<file path="src/rtl/hazard_ctrl_pkg.sv">
// Shared constants and helpers for the pipeline hazard controller.
package hazard_ctrl_pkg;

  localparam logic [1:0] FWD_GRF = 2'd0;
  localparam logic [1:0] FWD_E   = 2'd1;
  localparam logic [1:0] FWD_M   = 2'd2;
  localparam logic [1:0] FWD_W   = 2'd3;

  localparam logic [1:0] T_USE_NONE = 2'd3;

  localparam int MULT_CYCLES_DEF = 5;
  localparam int DIV_CYCLES_DEF  = 10;
  localparam int CNT_W_DEF       = 4;

  typedef enum logic {
    ST_IDLE = 1'b0,
    ST_BUSY = 1'b1
  } md_state_e;

  // $0 is hardwired to zero, so a write to it is never a real producer.
  function automatic logic reg_match(input logic we, input logic [4:0] a3, input logic [4:0] a);
    return we && (a3 == a) && (a != 5'd0);
  endfunction

endpackage

</file>
<file path="src/rtl/hazard_ctrl_if.sv">
// Pipeline-register view seen by the hazard controller: stage addresses in, stall/forward selects out.
interface hazard_ctrl_if;

  logic [4:0] D_A1, D_A2;
  logic [1:0] T_use_rs_D, T_use_rt_D;
  logic       md_D;
  logic [4:0] E_A1, E_A2, E_A3;
  logic       RegWrite_E;
  logic [1:0] T_new_E;
  logic [4:0] M_A2, M_A3;
  logic       RegWrite_M;
  logic [1:0] T_new_M;
  logic [4:0] W_A3;
  logic       RegWrite_W;
  logic       md_start_E;
  logic       md_type_E;

  logic       stall;
  logic       clr_E;
  logic [1:0] fwd_rs_D, fwd_rt_D;
  logic [1:0] fwd_rs_E, fwd_rt_E;
  logic [1:0] fwd_rt_M;
  logic       md_busy;

  modport master (
    output D_A1, D_A2, T_use_rs_D, T_use_rt_D, md_D,
    output E_A1, E_A2, E_A3, RegWrite_E, T_new_E,
    output M_A2, M_A3, RegWrite_M, T_new_M,
    output W_A3, RegWrite_W, md_start_E, md_type_E,
    input  stall, clr_E, fwd_rs_D, fwd_rt_D, fwd_rs_E, fwd_rt_E, fwd_rt_M, md_busy
  );

  modport slave (
    input  D_A1, D_A2, T_use_rs_D, T_use_rt_D, md_D,
    input  E_A1, E_A2, E_A3, RegWrite_E, T_new_E,
    input  M_A2, M_A3, RegWrite_M, T_new_M,
    input  W_A3, RegWrite_W, md_start_E, md_type_E,
    output stall, clr_E, fwd_rs_D, fwd_rt_D, fwd_rs_E, fwd_rt_E, fwd_rt_M, md_busy
  );

endinterface

</file>
<file path="src/rtl/hazard_ctrl_md_busy_cnt.sv">
// Mult/div busy countdown; a new start always reloads, even over an unfinished operation.
module md_busy_cnt
  import hazard_ctrl_pkg::*;
#(
  parameter int MULT_CYCLES = MULT_CYCLES_DEF,
  parameter int DIV_CYCLES  = DIV_CYCLES_DEF,
  parameter int CNT_W       = CNT_W_DEF
) (
  input  logic clk,
  input  logic reset,
  input  logic i_start,
  input  logic i_type,
  output logic o_busy
);

  localparam logic [CNT_W-1:0] LOAD_MULT = CNT_W'(MULT_CYCLES);
  localparam logic [CNT_W-1:0] LOAD_DIV  = CNT_W'(DIV_CYCLES);

  md_state_e        r_state, w_state_next;
  logic [CNT_W-1:0] r_cnt, w_cnt_next;

  always_ff @(posedge clk) begin
    if (reset) begin
      r_state <= ST_IDLE;
      r_cnt   <= '0;
    end else begin
      r_state <= w_state_next;
      r_cnt   <= w_cnt_next;
    end
  end

  always_comb begin
    w_cnt_next   = r_cnt;
    w_state_next = r_state;
    case (r_state)
      ST_IDLE: begin
        if (i_start) begin
          w_cnt_next   = i_type ? LOAD_DIV : LOAD_MULT;
          w_state_next = ST_BUSY;
        end
      end
      ST_BUSY: begin
        if (i_start) begin
          w_cnt_next = i_type ? LOAD_DIV : LOAD_MULT;
        end else begin
          w_cnt_next = r_cnt - CNT_W'(1);
        end
        w_state_next = (w_cnt_next != '0) ? ST_BUSY : ST_IDLE;
      end
      default: begin
        w_cnt_next   = '0;
        w_state_next = ST_IDLE;
      end
    endcase
  end

  assign o_busy = (r_state == ST_BUSY);

endmodule

</file>
<file path="src/rtl/hazard_ctrl.sv">
// Stall, E-register flush and forwarding-select generation for the D/E/M/W pipeline.
module hazard_ctrl
  import hazard_ctrl_pkg::*;
#(
  parameter int MULT_CYCLES = MULT_CYCLES_DEF,
  parameter int DIV_CYCLES  = DIV_CYCLES_DEF,
  parameter int CNT_W       = CNT_W_DEF
) (
  input  logic         clk,
  input  logic         reset,
  hazard_ctrl_if.slave bus
);

  logic [1:0][4:0] w_d_src, w_e_src;
  logic [1:0][1:0] w_d_tuse, w_d_fwd, w_e_fwd;
  logic [1:0]      w_d_hzd;
  logic            w_md_busy;
  logic            w_stall;

  assign w_d_src  = {bus.D_A2, bus.D_A1};
  assign w_d_tuse = {bus.T_use_rt_D, bus.T_use_rs_D};
  assign w_e_src  = {bus.E_A2, bus.E_A1};

  // Each D source stalls if its producer in flight cannot deliver by the time it is used.
  for (genvar gi = 0; gi < 2; gi++) begin : g_dsrc
    logic w_hit_e, w_hit_m, w_hit_w;
    assign w_hit_e = reg_match(bus.RegWrite_E, bus.E_A3, w_d_src[gi]);
    assign w_hit_m = reg_match(bus.RegWrite_M, bus.M_A3, w_d_src[gi]);
    assign w_hit_w = reg_match(bus.RegWrite_W, bus.W_A3, w_d_src[gi]);
    assign w_d_hzd[gi] = (w_hit_e && (w_d_tuse[gi] < bus.T_new_E)) ||
                         (w_hit_m && (w_d_tuse[gi] < bus.T_new_M));
    assign w_d_fwd[gi] = (w_hit_e && bus.T_new_E == 2'd0) ? FWD_E :
                         (w_hit_m && bus.T_new_M == 2'd0) ? FWD_M :
                         w_hit_w                          ? FWD_W : FWD_GRF;
  end

  for (genvar gi = 0; gi < 2; gi++) begin : g_esrc
    logic w_hit_m, w_hit_w;
    assign w_hit_m = reg_match(bus.RegWrite_M, bus.M_A3, w_e_src[gi]);
    assign w_hit_w = reg_match(bus.RegWrite_W, bus.W_A3, w_e_src[gi]);
    assign w_e_fwd[gi] = (w_hit_m && bus.T_new_M == 2'd0) ? FWD_M :
                         w_hit_w                          ? FWD_W : FWD_GRF;
  end

  md_busy_cnt #(
    .MULT_CYCLES (MULT_CYCLES),
    .DIV_CYCLES  (DIV_CYCLES),
    .CNT_W       (CNT_W)
  ) u_md_cnt (
    .clk     (clk),
    .reset   (reset),
    .i_start (bus.md_start_E),
    .i_type  (bus.md_type_E),
    .o_busy  (w_md_busy)
  );

  assign w_stall = ~reset & ((|w_d_hzd) | (bus.md_D & (w_md_busy | bus.md_start_E)));

  assign bus.stall    = w_stall;
  assign bus.clr_E    = w_stall;
  assign bus.fwd_rs_D = w_d_fwd[0];
  assign bus.fwd_rt_D = w_d_fwd[1];
  assign bus.fwd_rs_E = w_e_fwd[0];
  assign bus.fwd_rt_E = w_e_fwd[1];
  assign bus.fwd_rt_M = reg_match(bus.RegWrite_W, bus.W_A3, bus.M_A2) ? FWD_W : FWD_GRF;
  assign bus.md_busy  = w_md_busy;

endmodule

</file>
<file path="src/flat_wrapper.sv">
// flat-port wrapper written by rule: the top's interface ports become plain ports
module hazard_ctrl_flat import hazard_ctrl_pkg::*;
#(
  parameter int MULT_CYCLES = MULT_CYCLES_DEF,
  parameter int DIV_CYCLES  = DIV_CYCLES_DEF,
  parameter int CNT_W       = CNT_W_DEF
)
  (clk, reset, bus_D_A1, bus_D_A2, bus_T_use_rs_D, bus_T_use_rt_D, bus_md_D, bus_E_A1, bus_E_A2, bus_E_A3, bus_RegWrite_E, bus_T_new_E, bus_M_A2, bus_M_A3, bus_RegWrite_M, bus_T_new_M, bus_W_A3, bus_RegWrite_W, bus_md_start_E, bus_md_type_E, bus_stall, bus_clr_E, bus_fwd_rs_D, bus_fwd_rt_D, bus_fwd_rs_E, bus_fwd_rt_E, bus_fwd_rt_M, bus_md_busy);
  hazard_ctrl_if bus_i ();
  input  logic clk;
  input  logic reset;
  input wire logic [$bits(bus_i.D_A1)-1:0] bus_D_A1;
  input wire logic [$bits(bus_i.D_A2)-1:0] bus_D_A2;
  input wire logic [$bits(bus_i.T_use_rs_D)-1:0] bus_T_use_rs_D;
  input wire logic [$bits(bus_i.T_use_rt_D)-1:0] bus_T_use_rt_D;
  input wire logic [$bits(bus_i.md_D)-1:0] bus_md_D;
  input wire logic [$bits(bus_i.E_A1)-1:0] bus_E_A1;
  input wire logic [$bits(bus_i.E_A2)-1:0] bus_E_A2;
  input wire logic [$bits(bus_i.E_A3)-1:0] bus_E_A3;
  input wire logic [$bits(bus_i.RegWrite_E)-1:0] bus_RegWrite_E;
  input wire logic [$bits(bus_i.T_new_E)-1:0] bus_T_new_E;
  input wire logic [$bits(bus_i.M_A2)-1:0] bus_M_A2;
  input wire logic [$bits(bus_i.M_A3)-1:0] bus_M_A3;
  input wire logic [$bits(bus_i.RegWrite_M)-1:0] bus_RegWrite_M;
  input wire logic [$bits(bus_i.T_new_M)-1:0] bus_T_new_M;
  input wire logic [$bits(bus_i.W_A3)-1:0] bus_W_A3;
  input wire logic [$bits(bus_i.RegWrite_W)-1:0] bus_RegWrite_W;
  input wire logic [$bits(bus_i.md_start_E)-1:0] bus_md_start_E;
  input wire logic [$bits(bus_i.md_type_E)-1:0] bus_md_type_E;
  output wire logic [$bits(bus_i.stall)-1:0] bus_stall;
  output wire logic [$bits(bus_i.clr_E)-1:0] bus_clr_E;
  output wire logic [$bits(bus_i.fwd_rs_D)-1:0] bus_fwd_rs_D;
  output wire logic [$bits(bus_i.fwd_rt_D)-1:0] bus_fwd_rt_D;
  output wire logic [$bits(bus_i.fwd_rs_E)-1:0] bus_fwd_rs_E;
  output wire logic [$bits(bus_i.fwd_rt_E)-1:0] bus_fwd_rt_E;
  output wire logic [$bits(bus_i.fwd_rt_M)-1:0] bus_fwd_rt_M;
  output wire logic [$bits(bus_i.md_busy)-1:0] bus_md_busy;
  assign bus_i.D_A1 = bus_D_A1;
  assign bus_i.D_A2 = bus_D_A2;
  assign bus_i.T_use_rs_D = bus_T_use_rs_D;
  assign bus_i.T_use_rt_D = bus_T_use_rt_D;
  assign bus_i.md_D = bus_md_D;
  assign bus_i.E_A1 = bus_E_A1;
  assign bus_i.E_A2 = bus_E_A2;
  assign bus_i.E_A3 = bus_E_A3;
  assign bus_i.RegWrite_E = bus_RegWrite_E;
  assign bus_i.T_new_E = bus_T_new_E;
  assign bus_i.M_A2 = bus_M_A2;
  assign bus_i.M_A3 = bus_M_A3;
  assign bus_i.RegWrite_M = bus_RegWrite_M;
  assign bus_i.T_new_M = bus_T_new_M;
  assign bus_i.W_A3 = bus_W_A3;
  assign bus_i.RegWrite_W = bus_RegWrite_W;
  assign bus_i.md_start_E = bus_md_start_E;
  assign bus_i.md_type_E = bus_md_type_E;
  assign bus_stall = bus_i.stall;
  assign bus_clr_E = bus_i.clr_E;
  assign bus_fwd_rs_D = bus_i.fwd_rs_D;
  assign bus_fwd_rt_D = bus_i.fwd_rt_D;
  assign bus_fwd_rs_E = bus_i.fwd_rs_E;
  assign bus_fwd_rt_E = bus_i.fwd_rt_E;
  assign bus_fwd_rt_M = bus_i.fwd_rt_M;
  assign bus_md_busy = bus_i.md_busy;
  hazard_ctrl #(.MULT_CYCLES(MULT_CYCLES), .DIV_CYCLES(DIV_CYCLES), .CNT_W(CNT_W)) u_core (.clk(clk), .reset(reset), .bus(bus_i));
endmodule
</file>
<file path="config.mk">
export PLATFORM = sky130hd
export DESIGN_NAME = hazard_ctrl_flat
export DESIGN_NICKNAME = d
export VERILOG_FILES = /design/src/rtl/hazard_ctrl_pkg.sv /design/src/rtl/hazard_ctrl_if.sv /design/src/rtl/hazard_ctrl_md_busy_cnt.sv /design/src/rtl/hazard_ctrl.sv /design/src/flat_wrapper.sv
export SDC_FILE = /design/constraint.sdc
export NUM_CORES = 1
export LEC_CHECK = 0
export ABC_AREA = 0
export BUFFER_PORTS_ARGS = -buffer_cell sky130_fd_sc_hd__buf_2
export CAP_MARGIN = 20
export CORE_MARGIN = 10
export CORE_UTILIZATION = 49
export DETAILED_ROUTE_END_ITERATION = 6
export GPL_TIMING_DRIVEN = 1
export PLACE_DENSITY = 0.92
export SYNTH_ARGS = -nofsm -noshare
export SYNTH_HDL_FRONTEND = slang
export SYNTH_SLANG_ARGS = --single-unit
</file>
<file path="constraint.sdc">
create_clock -name clk -period 3.9 [get_ports clk]
set_clock_uncertainty 0.15 [all_clocks]
set_input_delay 0.39 -clock clk [delete_from_list [all_inputs] [get_ports clk]]
set_output_delay 0.39 -clock clk [all_outputs]
set_load 0.03 [all_outputs]
</file>
* Yosys cells after proc, flatten, opt, wreduce, memory -nomap -nowiden
Cells that the tools add are included.
Operators by class: add/subtract/negate cells 1, $lt $le $gt $ge 4, eq/ne operators 12, mux-type cells 19, bitwise logic cells 6, reductions and logical operators 43
Operators with widths (number):
- == test 5 bit | 11
- logical AND 1 bit | 32
- nonzero test 5 bit | 5
- 2-to-1 mux 2 bit | 11
- 2-to-1 mux 4 bit | 4
- < comparator 2 bit | 4
- case mux 4 bit (2 select lines) | 1
- logical NOT 2 bit | 2
- nonzero test 4 bit | 1
- subtractor 4 x 1 -> 4 bit, second input constant | 1
- AND 1 bit | 2
- logical OR 1 bit | 2
- 2-to-1 mux 1 bit | 2
- != test 2 bit, second input constant | 1
- NOT 1 bit | 2
- bitwise OR 1 bit | 2
- case mux 1 bit (2 select lines) | 1
- OR reduction 2 bit | 1
Storage, ports and cells: flip-flop bits (word level) 5, bits of input ports 56, output and inout bits 13, logic and storage cells 87

* Logic depth before layout (Yosys ltp)
depth after elaboration 8, mapped depth 7

* Cells and area by module
From an unflattened synthesis, not the netlist that was laid out.
Second synthesis, totals: cells, all modules 167, area, all modules 1272.5 um^2
Modules (own cells, without submodules):
- hazard_ctrl | instances 1, cells each 137, area each 994.7 um^2, seq. area each 0.0 um^2
- md_busy_cnt | instances 1, cells each 30, area each 277.8 um^2, seq. area each 100.1 um^2

* Worst setup path after synthesis
OpenSTA, ideal clock, no wires.
path type input to output, start point input bus_T_new_E[1], end point output bus_stall, arrival 1.913 ns, required time 3.360 ns, slack 1.447 ns, stages 6, path through inv_1 ha_1 a21oi_1 or4b_1 a41oi_2 buf_4
On the way: cells in the longest elaborated chain, start to end 6, elaborated cells between the ends (all ways) 9
Ends and longest elaborated chain:
- from (decl) | RTL line flat_wrapper.sv:21 | input wire logic [$bits(bus_i.T_new_E)-1:0] bus_T_new_E;
- < comparator 2 bit | RTL line hazard_ctrl.sv:30 | assign w_d_hzd[gi] = (w_hit_e && (w_d_tuse[gi] < bus.T_new_E)) ||
- logical AND 1 bit | RTL line hazard_ctrl.sv:30
- logical OR 1 bit | RTL line hazard_ctrl.sv:30
- OR reduction 2 bit * | RTL line hazard_ctrl.sv:57 | assign w_stall = ~reset & ((|w_d_hzd) | (bus.md_D & (w_md_busy | bus.md_start_E)));
- bitwise OR 1 bit * | RTL line hazard_ctrl.sv:57
- AND 1 bit * | RTL line hazard_ctrl.sv:57
- to (decl) | RTL line flat_wrapper.sv:30 | output wire logic [$bits(bus_i.stall)-1:0] bus_stall;
Every way passes the cells marked *; elsewhere a longest branch is shown, timed or not.

* Final worst setup path
start point input bus_M_A3[4], end point output bus_stall
On the way: cells in the longest elaborated chain, start to end 8, elaborated cells between the ends (all ways) 13
Ends and longest elaborated chain:
- from (decl) | RTL line flat_wrapper.sv:23 | input wire logic [$bits(bus_i.M_A3)-1:0] bus_M_A3;
- == test 5 bit | RTL line hazard_ctrl_pkg.sv:22 | return we && (a3 == a) && (a != 5'd0);
- logical AND 1 bit (2 in series) | RTL line hazard_ctrl_pkg.sv:22
- logical AND 1 bit | RTL line hazard_ctrl.sv:31 | (w_hit_m && (w_d_tuse[gi] < bus.T_new_M));
- logical OR 1 bit | RTL line hazard_ctrl.sv:30
- OR reduction 2 bit * | RTL line hazard_ctrl.sv:57
- bitwise OR 1 bit * | RTL line hazard_ctrl.sv:57
- AND 1 bit * | RTL line hazard_ctrl.sv:57
Marks and branches as above.

==> flow_summary.json <==
{
  "synth_top_cell_by_area": "xnor2_1",
  "slew_headroom_pct": 49.3,
  "rr_endpoint": "u_core.u_md_cnt.r_cnt[1]",
  "mostFrequentLayoutCells": "buf_2, xnor2_1, xor2_1",
  "crit_type": "in2out",
  "rrSetupSlack_ns": 2.51,
  "r2r-start": "u_core.u_md_cnt.r_cnt[0]",
  "holdPathEnd": "u_core.u_md_cnt.r_cnt[1]",
  "drt.antenna.violating_nets": 0,
  "syn_nets": 226,
  "setup_slack_ns": 1.41,
  "synth_top_area_share_pct": 21.6,
  "fin_nets": 291,
  "drv_cap": 0,
  "end_kind": "primary output",
  "cts_hold_buf": 0,
  "synth_edf_count": 0,
  "io_pins": 69,
  "synth.area.top_cells": "xnor2_1, xor2_1, dfxtp_1",
  "num_antenna_cells": 0,
  "gr-total-overflow": 0,
  "cp_data_required_time_ns": 3.36,
  "gp_congestion": 0.942,
  "cp_max_fo": 4,
  "synth_cells": 165,
  "hp-class": "in2reg",
  "cts_setup_buffers": 0,
  "yosys_warnings": 0,
  "setup-tns-final_ns": 0,
  "htree_levels": 1,
  "die_y_um": 70.7,
  "grt_pass1_vias": 1497,
  "cts_tree": "yes",
  "grt_max_degree": 9,
  "ys.flop_type": "dfxtp_1",
  "worst_pin_slew_ns": 0.759,
  "rsz0062_at_grt": "false",
  "totalWireLength_mm": 3.89,
  "power_density_nw_per_um2": 175,
  "antenna_found_initial": 0,
  "detail_route.vias_per_cell": 5.48,
  "yosysSeqAreaShare_pct": 7.95,
  "outcome": "finished clean",
  "hold_depth": 2,
  "grt_usage_pct": 15.1,
  "dp_slack_ns": 1.46,
  "hpwlAfterDp_mm": 3.39,
  "hp-start": "reset",
  "via_count": 1419,
  "syn-cell-area_um2": 1260,
  "num_rows": 18,
  "die_area_um2": 5000,
  "placed_cells": 255,
  "design.core.area_um2": 2450,
  "cts_resized": 0,
  "drtIter0Drc": 56,
  "drtPass1Iterations": 4,
  "power_leakage_nw": 0.738,
  "critical_path_arrival_ns": 1.95,
  "synth_seq_cells": 5,
  "cts_root_buffer": "clkbuf_4",
  "area_growth_pct": 29.1,
  "ir_drop_mv": 0.211,
  "grt_pass1_wl_mm": 6.56,
  "r2r_cells": 4,
  "drc": 0,
  "start_util_pct": 51.3,
  "die_w_um": 70.7,
  "yosysUniqueCellTypes": 41,
  "cts.path.max_buffers": 2,
  "fmax_ghz": 0.401,
  "hold_slack_ns": 0.223,
  "min_period_over_period_pct": 63.9,
  "period_needed_ns": 2.49,
  "cts_buffers": 3,
  "clk_pin_slew_ns": 0.04,
  "avgRoutedWirePerCell_um": 15.0,
  "maxSlewViolCount": 0,
  "instances_no_fill": 259,
  "avgSynthCellArea_um2": 7.63,
  "drive_gt1_share_pct": 34.1,
  "post-route-util_pct": 66.2,
  "setup_viol": 0,
  "cts_sinks": 5,
  "portBuffers": 68,
  "synth-async-reset-ratio_pct": 0,
  "critical_path.startpoint_type": "input port",
  "hold_viol": 0,
  "worstSkewPairLatency_ns": 0.24,
  "mostFrequentLayoutCell": "buf_2"
}
==> stage by stage <==
step | area, um^2 | total power [mW]
after floorplan | 1260 | 0.160
after global placement | 1600 | 0.219
after detailed placement | 1600 | 0.223
after CTS | 1630 | 0.287
after global routing | 1630 | 0.310
final | 1630 | 0.284
==> metal layers <==
metal	track usage [%]	wire length (um)	vias to the layer above
met3	4.18	355	15
met5	0	0	-
met1	16.7	1600	630
met4	7.53	123	0
met2	25.7	1810	64
li1	-	-	710
==> registers in the layout, summed over array words and instances, names as in the netlist <==
name / cells
u_core.u_md_cnt.o_busy: 1
u_core.u_md_cnt.r_cnt: 4
==> synthesized netlist by cell type, types with 3 or more instances <==
master	count
ha_1	5
a21oi_1	7
inv_1	5
clkbuf_1	6
nand2b_1	4
nand2_1	7
nor2_1	8
dfxtp_1	5
nor2b_1	4
o21a_1	3
nand4_1	7
xnor2_1	31
xor2_1	24
nor4_1	7
nor3_1	10
==> where the power goes <==
| part | switching, mW | internal [mW] |
|---|---|---|
| Clock | 0.0224 | 0.0388 |
| Sequential | 0.00432 | 0.0557 |
| Combinational | 0.0872 | 0.0761 |
==> cells by family after synthesis <==
logic type,after synthesis,synth area share [%]
buf+inv,13,4.47
xor+xnor,55,38.3
flops,5,7.95
simple gates,64,30.0
compound gates,23,14.3
fa+ha+maj,5,4.97
==> layout make-up <==
class,instances,area [um^2]
well taps,30,37.5
fillers,237,830
inverters,5,18.8
repair buffers,68,340
clock buffers,4,26.3
flip-flops and latches,5,100
multi-input cells,147,1100
==> critical path: stages <==
cell       delay [ns]
buf_2            0.14
xor2_1           0.17
nor4_1           0.54
o2111ai_1        0.27
a41oi_2          0.22
buf_2            0.23
==> how the worst max path moves through the flow <==
stage | slack, ns | depth (start not counted) | from | endpoint
after floorplan | 1.45 | 6 | bus_T_new_E[1] | bus_stall
after global placement | 1.53 | 6 | bus_T_new_M[1] | bus_fwd_rs_E[1]
after detailed placement | 1.46 | 6 | bus_M_A3[4] | bus_stall
after CTS | 1.46 | 6 | bus_M_A3[4] | bus_stall
after global routing | 1.24 | 6 | bus_M_A3[4] | bus_stall
final | 1.41 | 6 | bus_M_A3[4] | bus_stall
Power figures use the tool's default switching activity.
